**src/rtl/instr_pkg.sv**
```systemverilog
// Shared types for the fetch->decoder byte link: FSM states, error codes,
// and where the operand count lives inside the opcode byte.
// Imported by the decoder top; no logic of its own.
package instr_pkg;

  // Decoder FSM states; encodings are fixed so they stay stable in waveforms
  typedef enum logic [1:0] {
    S_OPCODE  = 2'd0,
    S_OPERAND = 2'd1,
    S_ISSUE   = 2'd2
  } state_t;

  // Sticky error code reported alongside err_pulse
  typedef enum logic [1:0] {
    ERR_NONE    = 2'd0,
    ERR_ILLEGAL = 2'd1,
    ERR_TIMEOUT = 2'd2
  } err_t;

  // The operand count occupies the top CNT_W bits of the opcode byte
  localparam int CNT_W = 2;
  localparam logic [CNT_W-1:0] CNT_ILLEGAL = 2'd3;

endpackage

```
**src/rtl/sat_counter.sv**
```systemverilog
// Saturating up-counter: counts inc strobes, sticks at all-ones.
// Latency: count reflects an inc on the following edge.
// No backpressure; inc is sampled every cycle.
module sat_counter #(
  parameter int width = 8
) (
  input  logic             clk,
  input  logic             rst,
  input  logic             inc,
  output logic [width-1:0] count
);

  // Increment on each strobe unless already saturated
  always_ff @(posedge clk or posedge rst) begin
    if (rst) begin
      count <= '0;
    end else if (inc && (count != {width{1'b1}})) begin
      count <= count + 1'b1;
    end
  end

endmodule

```
**src/rtl/instr_decoder.sv**
```systemverilog
// Assembles opcode + 0..2 operand bytes from fetch and presents them to execute.
// Latency: instr_valid rises the cycle after the last byte of an instruction transfers.
// Backpressure: ready drops while an instruction waits for ack (one lost cycle per instr).
module instr_decoder
  import instr_pkg::*;
#(
  parameter int byte_w    = 8,
  parameter int op_width  = byte_w - 2,
  parameter int timeout   = 16,
  parameter int err_cnt_w = 8
) (
  input  logic                 clk,
  input  logic                 reset,
  input  logic                 start_for_decoder,
  input  logic [byte_w-1:0]    data_for_decoder,
  output logic                 ready_from_decoder,
  output logic                 instr_valid,
  input  logic                 instr_ack,
  output logic [op_width-1:0]  instr_op,
  output logic [2*byte_w-1:0]  instr_operand,
  output logic [1:0]           instr_nbytes,
  output logic                 err_pulse,
  output logic [1:0]           err_code,
  output logic [err_cnt_w-1:0] err_count
);

  localparam int IDLE_W = $clog2(timeout + 1);
  localparam logic [IDLE_W-1:0] IDLE_LAST = IDLE_W'(timeout - 1);

  state_t            state;
  logic [IDLE_W-1:0] idle;
  logic              idx;
  logic              xfer;
  logic [CNT_W-1:0]  cnt_in;
  logic              err_event;
  err_t              err_next;

  // Moore handshake outputs straight from the state register
  assign ready_from_decoder = (state != S_ISSUE);
  assign instr_valid        = (state == S_ISSUE);
  assign xfer               = start_for_decoder && ready_from_decoder;
  assign cnt_in             = data_for_decoder[byte_w-1 -: CNT_W];

  // Detect this cycle's error: illegal operand count, or operand gap too long
  always_comb begin
    err_event = 1'b0;
    err_next  = ERR_NONE;
    if (state == S_OPCODE && xfer && cnt_in == CNT_ILLEGAL) begin
      err_event = 1'b1;
      err_next  = ERR_ILLEGAL;
    end else if (state == S_OPERAND && !xfer && idle == IDLE_LAST) begin
      err_event = 1'b1;
      err_next  = ERR_TIMEOUT;
    end
  end

  // Main FSM: byte assembly, timeout tracking, and registered error reporting
  always_ff @(posedge clk or posedge reset) begin
    if (reset) begin
      state         <= S_OPCODE;
      idle          <= '0;
      idx           <= 1'b0;
      instr_op      <= '0;
      instr_operand <= '0;
      instr_nbytes  <= '0;
      err_pulse     <= 1'b0;
      err_code      <= ERR_NONE;
    end else begin
      err_pulse <= err_event;
      if (err_event) begin
        err_code <= err_next;
      end
      case (state)
        S_OPCODE: begin
          if (xfer) begin
            // Clear operands on every accept so stale bytes never leak
            instr_operand <= '0;
            idle          <= '0;
            idx           <= 1'b0;
            if (cnt_in != CNT_ILLEGAL) begin
              instr_op     <= data_for_decoder[op_width-1:0];
              instr_nbytes <= cnt_in;
              state        <= (cnt_in == 2'd0) ? S_ISSUE : S_OPERAND;
            end
          end
        end
        S_OPERAND: begin
          if (xfer) begin
            instr_operand[idx*byte_w +: byte_w] <= data_for_decoder;
            idle <= '0;
            idx  <= ~idx;
            if (({1'b0, idx} + 2'd1) == instr_nbytes) begin
              state <= S_ISSUE;
            end
          end else if (idle == IDLE_LAST) begin
            // Abort: drop the partial instruction and resync on an opcode
            instr_operand <= '0;
            idle          <= '0;
            state         <= S_OPCODE;
          end else begin
            idle <= idle + 1'b1;
          end
        end
        S_ISSUE: begin
          if (instr_ack) begin
            state <= S_OPCODE;
          end
        end
        default: state <= S_OPCODE;
      endcase
    end
  end

  sat_counter #(.width(err_cnt_w)) u_err_cnt (
    .clk   (clk),
    .rst   (reset),
    .inc   (err_event),
    .count (err_count)
  );

endmodule

```
**config.mk**
```make
export PLATFORM = sky130hd
export DESIGN_NAME = instr_decoder
export DESIGN_NICKNAME = d
export VERILOG_FILES = /design/src/rtl/instr_pkg.sv /design/src/rtl/sat_counter.sv /design/src/rtl/instr_decoder.sv
export SDC_FILE = /design/constraint.sdc
export NUM_CORES = 1
export LEC_CHECK = 0
export BUFFER_PORTS_ARGS = -buffer_cell sky130_fd_sc_hd__buf_4
export CAP_MARGIN = 20
export CELL_PAD_IN_SITES_DETAIL_PLACEMENT = 0
export CELL_PAD_IN_SITES_GLOBAL_PLACEMENT = 1
export CORE_MARGIN = 5
export CORE_UTILIZATION = 31
export DETAILED_ROUTE_END_ITERATION = 10
export PLACE_DENSITY_LB_ADDON = 0.1
export SLEW_MARGIN = 20
export SYNTH_ARGS = -nofsm -noshare
export SYNTH_HDL_FRONTEND = slang
export SYNTH_SLANG_ARGS = --single-unit
```
**constraint.sdc**
```tcl
create_clock -name clk -period 2.4 [get_ports clk]
set_input_delay 0.36 -clock clk [delete_from_list [all_inputs] [get_ports clk]]
set_output_delay 0.36 -clock clk [all_outputs]
set_load 0.005 [all_outputs]
```
-- Word level (Yosys, flattened, before mapping)
Cells that the tools add are included.
- add/subtract/negate cells: 4
- eq/ne operators: 14
- shifts and indexed selects: 2
- multiplexer cells: 24
- bitwise gates (word level): 1
- reduce and logical (&&, ||, !) cells: 15
- operator list (operator ; number):
    $mux W16 ; 3
    $neg A4 Y34 ; 1
    $shift A8 B34 Y16 const A ; 1
    $shiftx A8 B34 Y16 ; 1
    $pmux W16 S2 ; 1
    $mux W2 ; 9
    $bwmux W16 ; 1
    $mux W5 ; 3
    $pmux W5 S2 ; 1
    $reduce_and A3 Y1 ; 3
    $add A8 B1 Y8 const B ; 1
    $ne A2 B2 Y1 const B ; 4
    $ne A8 B8 Y1 const B ; 1
    $logic_and A1 B1 Y1 ; 6
    $ne A3 B2 Y1 const B ; 2
    $pmux W2 S3 ; 1
    $add A5 B1 Y5 const B ; 1
    $eq A5 B4 Y1 const B ; 1
    $reduce_and A5 Y1 ; 1
    $eq A2 B2 Y1 const B ; 2
    $logic_not A2 Y1 ; 2
    $mux W1 ; 4
    $ne A2 B1 Y1 const B ; 2
    $add A1 B1 Y2 const B ; 1
    other kinds (7) ; 7
- register bits after elaboration: 43
- input port bits: 12
- output and inout bits: 37
- logic and storage cells: 69

-- Longest topological paths before layout
Gate-level depths: netlist of the first run.
- word-level depth: 8
- gate-level depth with buffers: 6
- gate-level depth less buffers: 6

-- By module
From an unflattened synthesis of the first run, not the netlist that was laid out.
- cells, all modules: 198
- area, all modules: 2155.8 µm²
- modules (own cells, without submodules) (module ; instances ; cells each ; area each (µm²)):
    instr_decoder ; 1 ; 160 ; 1736.7
    sat_counter ; 1 ; 38 ; 419.2

-- Worst setup path after synthesis of the first run
OpenSTA, ideal clock, no wires.
- path type: flip-flop to flip-flop
- start: register idle[0]
- end: register instr_operand[10]
- setup time: 121 ps
- data arrival time: 1605 ps
- data required time: 2279 ps
- setup slack: 674 ps
- cell stages (with the launch flop): 7
- cells stage by stage: dfrtp_1 -> ha_1 -> and4b_1 -> a21oi_1 -> or3_1 -> buf_2 -> a22o_1
- word-level cells in the longest chain between the ends: 3
- ends and longest elaborated chain (what ; RTL line ; source):
    from (decl) ; instr_decoder.sv:31 ; logic [IDLE_W-1:0] idle;
    from (signal assigned) ; instr_decoder.sv:101 ; idle <= idle + 1'b1;
    $eq A5 B4 Y1 ; instr_decoder.sv:95 ; end else if (idle == IDLE_LAST) begin
    $ne A3 B2 Y1 (no line) ; n/a ;
    $reduce_and A3 Y1 (no line) ; n/a ;
    to (signal, indexed assignment) ; instr_decoder.sv:89 ; instr_operand[idx*byte_w +: byte_w] <= data_for_decoder;
    to (decl) ; instr_decoder.sv:20 ; output logic [2*byte_w-1:0] instr_operand,
No other way between the ends.
A chain may end at the register's enable or synchronous reset.

-- Final worst setup path of the first run
Ends and elaborated chain as after synthesis.

==> metrics, run 1 <==
total global-route track usage between 10% and 20%; share of layout cells above drive strength 1 34.4%; largest net degree at the start of global routing 44; Data required, critical path 2.58 ns; CTS H-tree lvls 2; total number of yosys warnings 0; most frequent cells in the layout buf_4, dfrtp_1, a22o_1; Initial Utilization 32.1%; die width 88.5 µm; Post-Syn Area per Cell 11.7 µm²; Critical-path top delay cell or3_1; Pint 1910 µW; Vias per Instance ~5; Iter 0 DRT Violations 78; commonest non-fill, non-tap cell in the layout buf_4; total grt overflow 0; vias in the first global route 1466; slowest cell delay on critical path just over 0.5 ns; n_diodes 0; flops & latches, synth 43; final hold viol count 0; CTS resizes 0; final wirelength about 4500 µm; core area 0.00596 mm²; Leak 0.00120 µW; fraction of registers with async set/reset 100%; post-route ant nets 0; Die Ht 88.5 µm; Mapped Nets around 180; Mapped Area 0.00191 mm²; I/O pin count approximately 50; Residual DRC 0; top sig layer met4; part of the power in registers 43.1%; minimum clock period 1.95 ns; CTS tree built; RSZ-0062 raised after global routing no; Layout area overhead 30.1%; power per cell area between 1000 and 1500 mW/mm²; number of fill cells in the layout 592; delay-heaviest family, CP simple AND/OR/NAND/NOR gates; post-CTS setup buffer count 0; Final setup viols 0; # clock sinks 43; DR pass1 iterations 4; Max Freq 513 MHz; Worst Max-Slew Pin Slew slightly below 0.7 ns; Clock Tree Root clkbuf_8; Synth cell types 44; Max Cap Viol 0; # port buffers 48; ys flop type dfrtp_1; met1 wire length 2070 µm; Clk Latency, worst-skew pair slightly below 0.3 ns; hold crit path type in -> async; switch share between 30 and 40%; via count between 1000 and 1500; Critical Path Sink Type register; fraction of the cycle the final worst path needs between 80% and 90%; Switch Pwr 847 µW; DR WL met2 2070 µm; Gate power share 33.1%; sequential area share after synthesis 56.3%; Final Max Tran Viols 0; DP HPWL 3260 µm; CP cell instances ha_1, and4b_1, a21oi_1, or3_1, a22o_1; Worst slew margin 53.3%; CTS Buf Count 5; Setup Skew 0.00554 ns; CP startpoint kind register; status finished, final reports clean; Clock Power Share 23.8%; row count 28; Seq. cell area 0.00108 mm²; Final Net Count ~230; Post-synth EDFFs 0; crit path max fanout 8; CP Buf/Inv Count 0; Setup TNS 0 ns; critical path arrival about 2.1 ns; CTS Hold Bufs 0; DR WL met3 approximately 250 µm; first-pass GRT wire length 7310 µm; Mapped Cells 163; GPL Wtd Cong a little over 0.8; die area around 0.0078 mm²; drt wl/cell between 15 and 20 µm; Setup Crit Path Kind reg -> reg; fin util 41.8%; Max VDD drop 0.560 mV; initial antenna violation count 0; CTS Buffer Depth 2; multi-input logic area 783 µm²; clock-pin slew on the worst setup and hold paths around 0.080 ns
==> cell usage after synthesis (2+ instances only) <==
cell / count / area (µm²)
dfrtp_1: 43 / 1080
a22o_1: 16 / 140
nand2_1: 14 / 52.6
mux2_2: 9 / 101
nor2_1: 9 / 33.8
a21oi_1: 8 / 40.0
inv_1: 7 / 26.3
o21ai_0: 7 / 35.0
buf_2: 3 / 15.0
clkbuf_1: 3 / 11.3
nand3_1: 3 / 15.0
a31oi_1: 2 / 12.5
a41oi_1: 2 / 17.5
ha_1: 2 / 25.0
nand2b_1: 2 / 12.5
nand4_1: 2 / 12.5
nand4b_1: 2 / 17.5
o22ai_1: 2 / 12.5
xor2_1: 2 / 17.5
==> worst reg2reg max path, cell delays in order, from the launching register on <==
cell and delay [ns]:
dfrtp_1 0.42, ha_1 0.23, and4b_1 0.34, a21oi_1 0.12
or3_1 0.51, a22o_1 0.23
==> power by group through the flow <==
stage	Combinational [µW]	Clock, µW	Sequential [µW]
finish	912	654	1190
global route	1000	707	1230
CTS	934	682	1190
detailed placement	932	0	1200
global placement	918	0	1190
floorplan	490	0	1150
==> routing by layer <==
layer  vias up  global-route usage (%)
li1        696                       -
met1       691                    16.4
met2        37                    18.9
met3         5                    3.45
met4         0                    4.12
met5         -                       0
==> layout make-up <==
| type | instances | area share, % |
|---|---|---|
| clock inverters | 2 | 2.41 |
| repair buffers | 50 | 15.1 |
| flip-flops and latches | 43 | 43.3 |
| inverters | 7 | 1.06 |
| multi-input cells | 107 | 31.5 |
| clock buffers | 6 | 2.92 |
| well taps | 75 | 3.77 |
==> path summary, 6_finish.rpt <==
check / from / to / slack [ns] / depth (start not counted)
worst max-delay path: idle[0] / instr_operand[10] / 0.45 / 5
min in group clk: data_for_decoder[4] / instr_operand[12] / 0.31 / 2
max in group asynchronous: reset / state[0] / 1.82 / 3
worst min-delay path: reset / instr_operand[5] / 0.21 / 3
worst max register to register: idle[0] / instr_operand[10] / 0.45 / 5
worst min register to register: instr_operand[0] / instr_operand[0] / 0.51 / 1
==> stage by stage <==
step	instances	setup WS, ns	hold WS (ns)	total power, µW	area, µm²
detailed placement	282	0.470	0.483	2130	2350
floorplan	163	0.674	0.457	1630	1910
global placement	282	0.525	0.489	2110	2350
finish	290	0.451	0.210	2750	2490
CTS	290	0.443	0.222	2800	2490
global route	290	0.303	0.278	2940	2490
==> cells by family after synthesis <==
group	after synthesis	synth area share, %
compound gates	43	16.6
xor+xnor	4	2.23
mux	11	6.41
flops	43	56.3
buf+inv	13	2.75
simple gates	47	14.5
fa+ha+maj	2	1.31
==> state kept, by name, indices dropped and copies added, names as in the netlist <==
signal	cells
idle	5
err_code	2
state	2
err_pulse	1
instr_nbytes	2
u_err_cnt.count	8
instr_op	6
instr_operand	16
idx	1
Note: power is estimated with default switching activity, not from simulation.
==> run 2: changes to the inputs <==
- clock period: 2.4 -> 1.95 ns (I/O delays scaled with it)
==> metrics, run 2 (synthesized netlist as in run 1, its figures left out) <==
commonest non-fill, non-tap cell in the layout buf_4; Seq. cell area 0.00108 mm² (unchanged); CTS Buf Count 5 (unchanged); first-pass GRT wire length 7870 µm (+7.6%); Largest regs instr_operand: 16 flops, u_err_cnt.count: 8 flops, instr_op: 6 flops; Clock Tree Root clkbuf_8; core area 0.00596 mm² (unchanged); Setup Crit Path Kind reg -> reg; post-CTS setup buffer count 0 (unchanged); Initial Utilization 32.1% (unchanged); most frequent cells in the layout buf_4, dfrtp_1, a22o_1; die area 0.00784 mm² (unchanged); Max Freq 542 MHz (+5.6%); met1 wire length 2180 µm (+5.2%); max reg flops 16 (unchanged); I/O pin count 49 (unchanged); CP cell instances ha_2, and4b_2, a21oi_1, a311o_2, a22o_1; CP startpoint kind register; DR WL met2 2350 µm (+14%); share of layout cells above drive strength 1 38.5% (+4.0 points); Data required, critical path 2.14 ns (-0.44 ns); Critical-path top delay cell a311o_2; Clk Latency, worst-skew pair 0.30 ns (about the same); final hold viol count 0 (unchanged); CTS H-tree lvls 2 (unchanged); fin util 42.5% (+0.78 points); multi-input logic area 805 µm² (+2.7%); Layout area overhead 32.5%; drt wl/cell 16.3 µm (+5.9%); Max Cap Viol 0 (unchanged); die width 88.5 µm (unchanged); status finished, final reports clean; post-route ant nets 0 (unchanged); largest net degree at the start of global routing 31 (-30%); Setup TNS 0 ns (unchanged); Final Max Tran Viols 0 (unchanged); CTS Hold Bufs 0 (unchanged); via count 1514 (+5.9%); Max VDD drop 0.539 mV (-3.7%); DR pass1 iterations 4 (unchanged); placed cell count 288 (+2.1%); DR WL met3 238 µm (-4.8%); final hold slack 0.0663 ns (-0.143 ns); final std cells w/o fill 296 (+2.1%); minimum clock period 1.85 ns (-0.103 ns); Critical Path Sink Type register; Residual DRC 0 (unchanged); Final Net Count 234 (+2.6%); Worst slew margin 73.0% (+20 points); Die Ht 88.5 µm (unchanged); Worst Max-Slew Pin Slew 0.405 ns (-0.292 ns); number of fill cells in the layout 587 (-0.84%); vias in the first global route 1503 (+2.5%); Iter 0 DRT Violations 114 (+46%); Vias per Instance 5.11 (+3.8%); Leak 0.00122 µW (+2.2%); total grt overflow 0 (unchanged); fraction of the cycle the final worst path needs 94.7% (+13 points); n_diodes 0 (unchanged); CTS tree built; initial antenna violation count 0 (unchanged); CTS Buffer Depth 2 (unchanged); Final setup viols 0 (unchanged); GPL Wtd Cong 0.800 (-0.49%); clock-pin slew on the worst setup and hold paths 0.09 ns (about the same); slowest cell delay on critical path 0.46 ns (-0.05 ns); power per cell area 1340 mW/mm² (+21%); hold crit path type in -> async; delay-heaviest family, CP compound AO/OA/AOI/OAI gates; final wirelength 4810 µm (+8.1%); # port buffers 48 (unchanged); DP HPWL 3440 µm (+5.7%); Setup Skew 0.00929 ns (+0.00375 ns); CP Buf/Inv Count 0 (unchanged); # clock sinks 43 (unchanged); top sig layer met4; critical path arrival 2.03 ns (-0.10 ns); total global-route track usage 13.1% (+0.93 points); row count 28 (unchanged); Reg with most FFs instr_operand; crit path max fanout 8 (unchanged)
run 2: timing repair:
action	4_1_cts	5_1_grt
setup endpoints to repair	0	19
endpoints found under the hold margin	0	0
resized for setup	0	5
run 2: worst min-delay path: stages:
cell and delay (ns):
buf_4 0.10, inv_1 0.04, buf_4 0.35
run 2: through the flow:
step / power, µW / setup WS, ns / instance area [µm²]
final: 3380 / 0.104 / 2530
after global placement: 2650 / 0.126 / 2400
after global routing: 3630 / -0.00631 / 2530
after detailed placement: 2690 / 0.0384 / 2400
after floorplan: 2010 / 0.224 / 1910
after CTS: 3410 / 0.0251 / 2510
run 2: final cells by class:
class | instances | share of cell area, %
timing repair buffer | 56 | 16.6
tap | 75 | 3.70
clock buffer | 5 | 2.72
sequential | 43 | 42.5
clock inverter | 3 | 1.73
inverter | 7 | 1.04
multi-input combinational | 107 | 31.8
run 2: report_power, final:
part | leakage [µW] | switching, µW | internal (µW)
Clock | 0.0000581 | 331 | 382
Combinational | 0.000611 | 521 | 717
Sequential | 0.000556 | 253 | 1180
run 2: final timing paths:
path	startpoint	end	slack [ns]	depth (start not counted)
max	idle[1]	instr_operand[2]	0.10	5
min	reset	u_err_cnt.count[0]	0.07	3
max reg2reg	idle[1]	instr_operand[2]	0.10	5
min reg2reg	instr_operand[14]	instr_operand[14]	0.51	1
max in group asynchronous	reset	instr_operand[11]	1.34	4
min in group clk	data_for_decoder[1]	instr_operand[1]	0.23	2
run 2: per-layer routing:
layer / up-vias / global-route usage [%]
met5: - / 0
li1: 710 / -
met3: 5 / 3.72
met2: 36 / 20.7
met1: 763 / 17.7
met4: 0 / 3.30
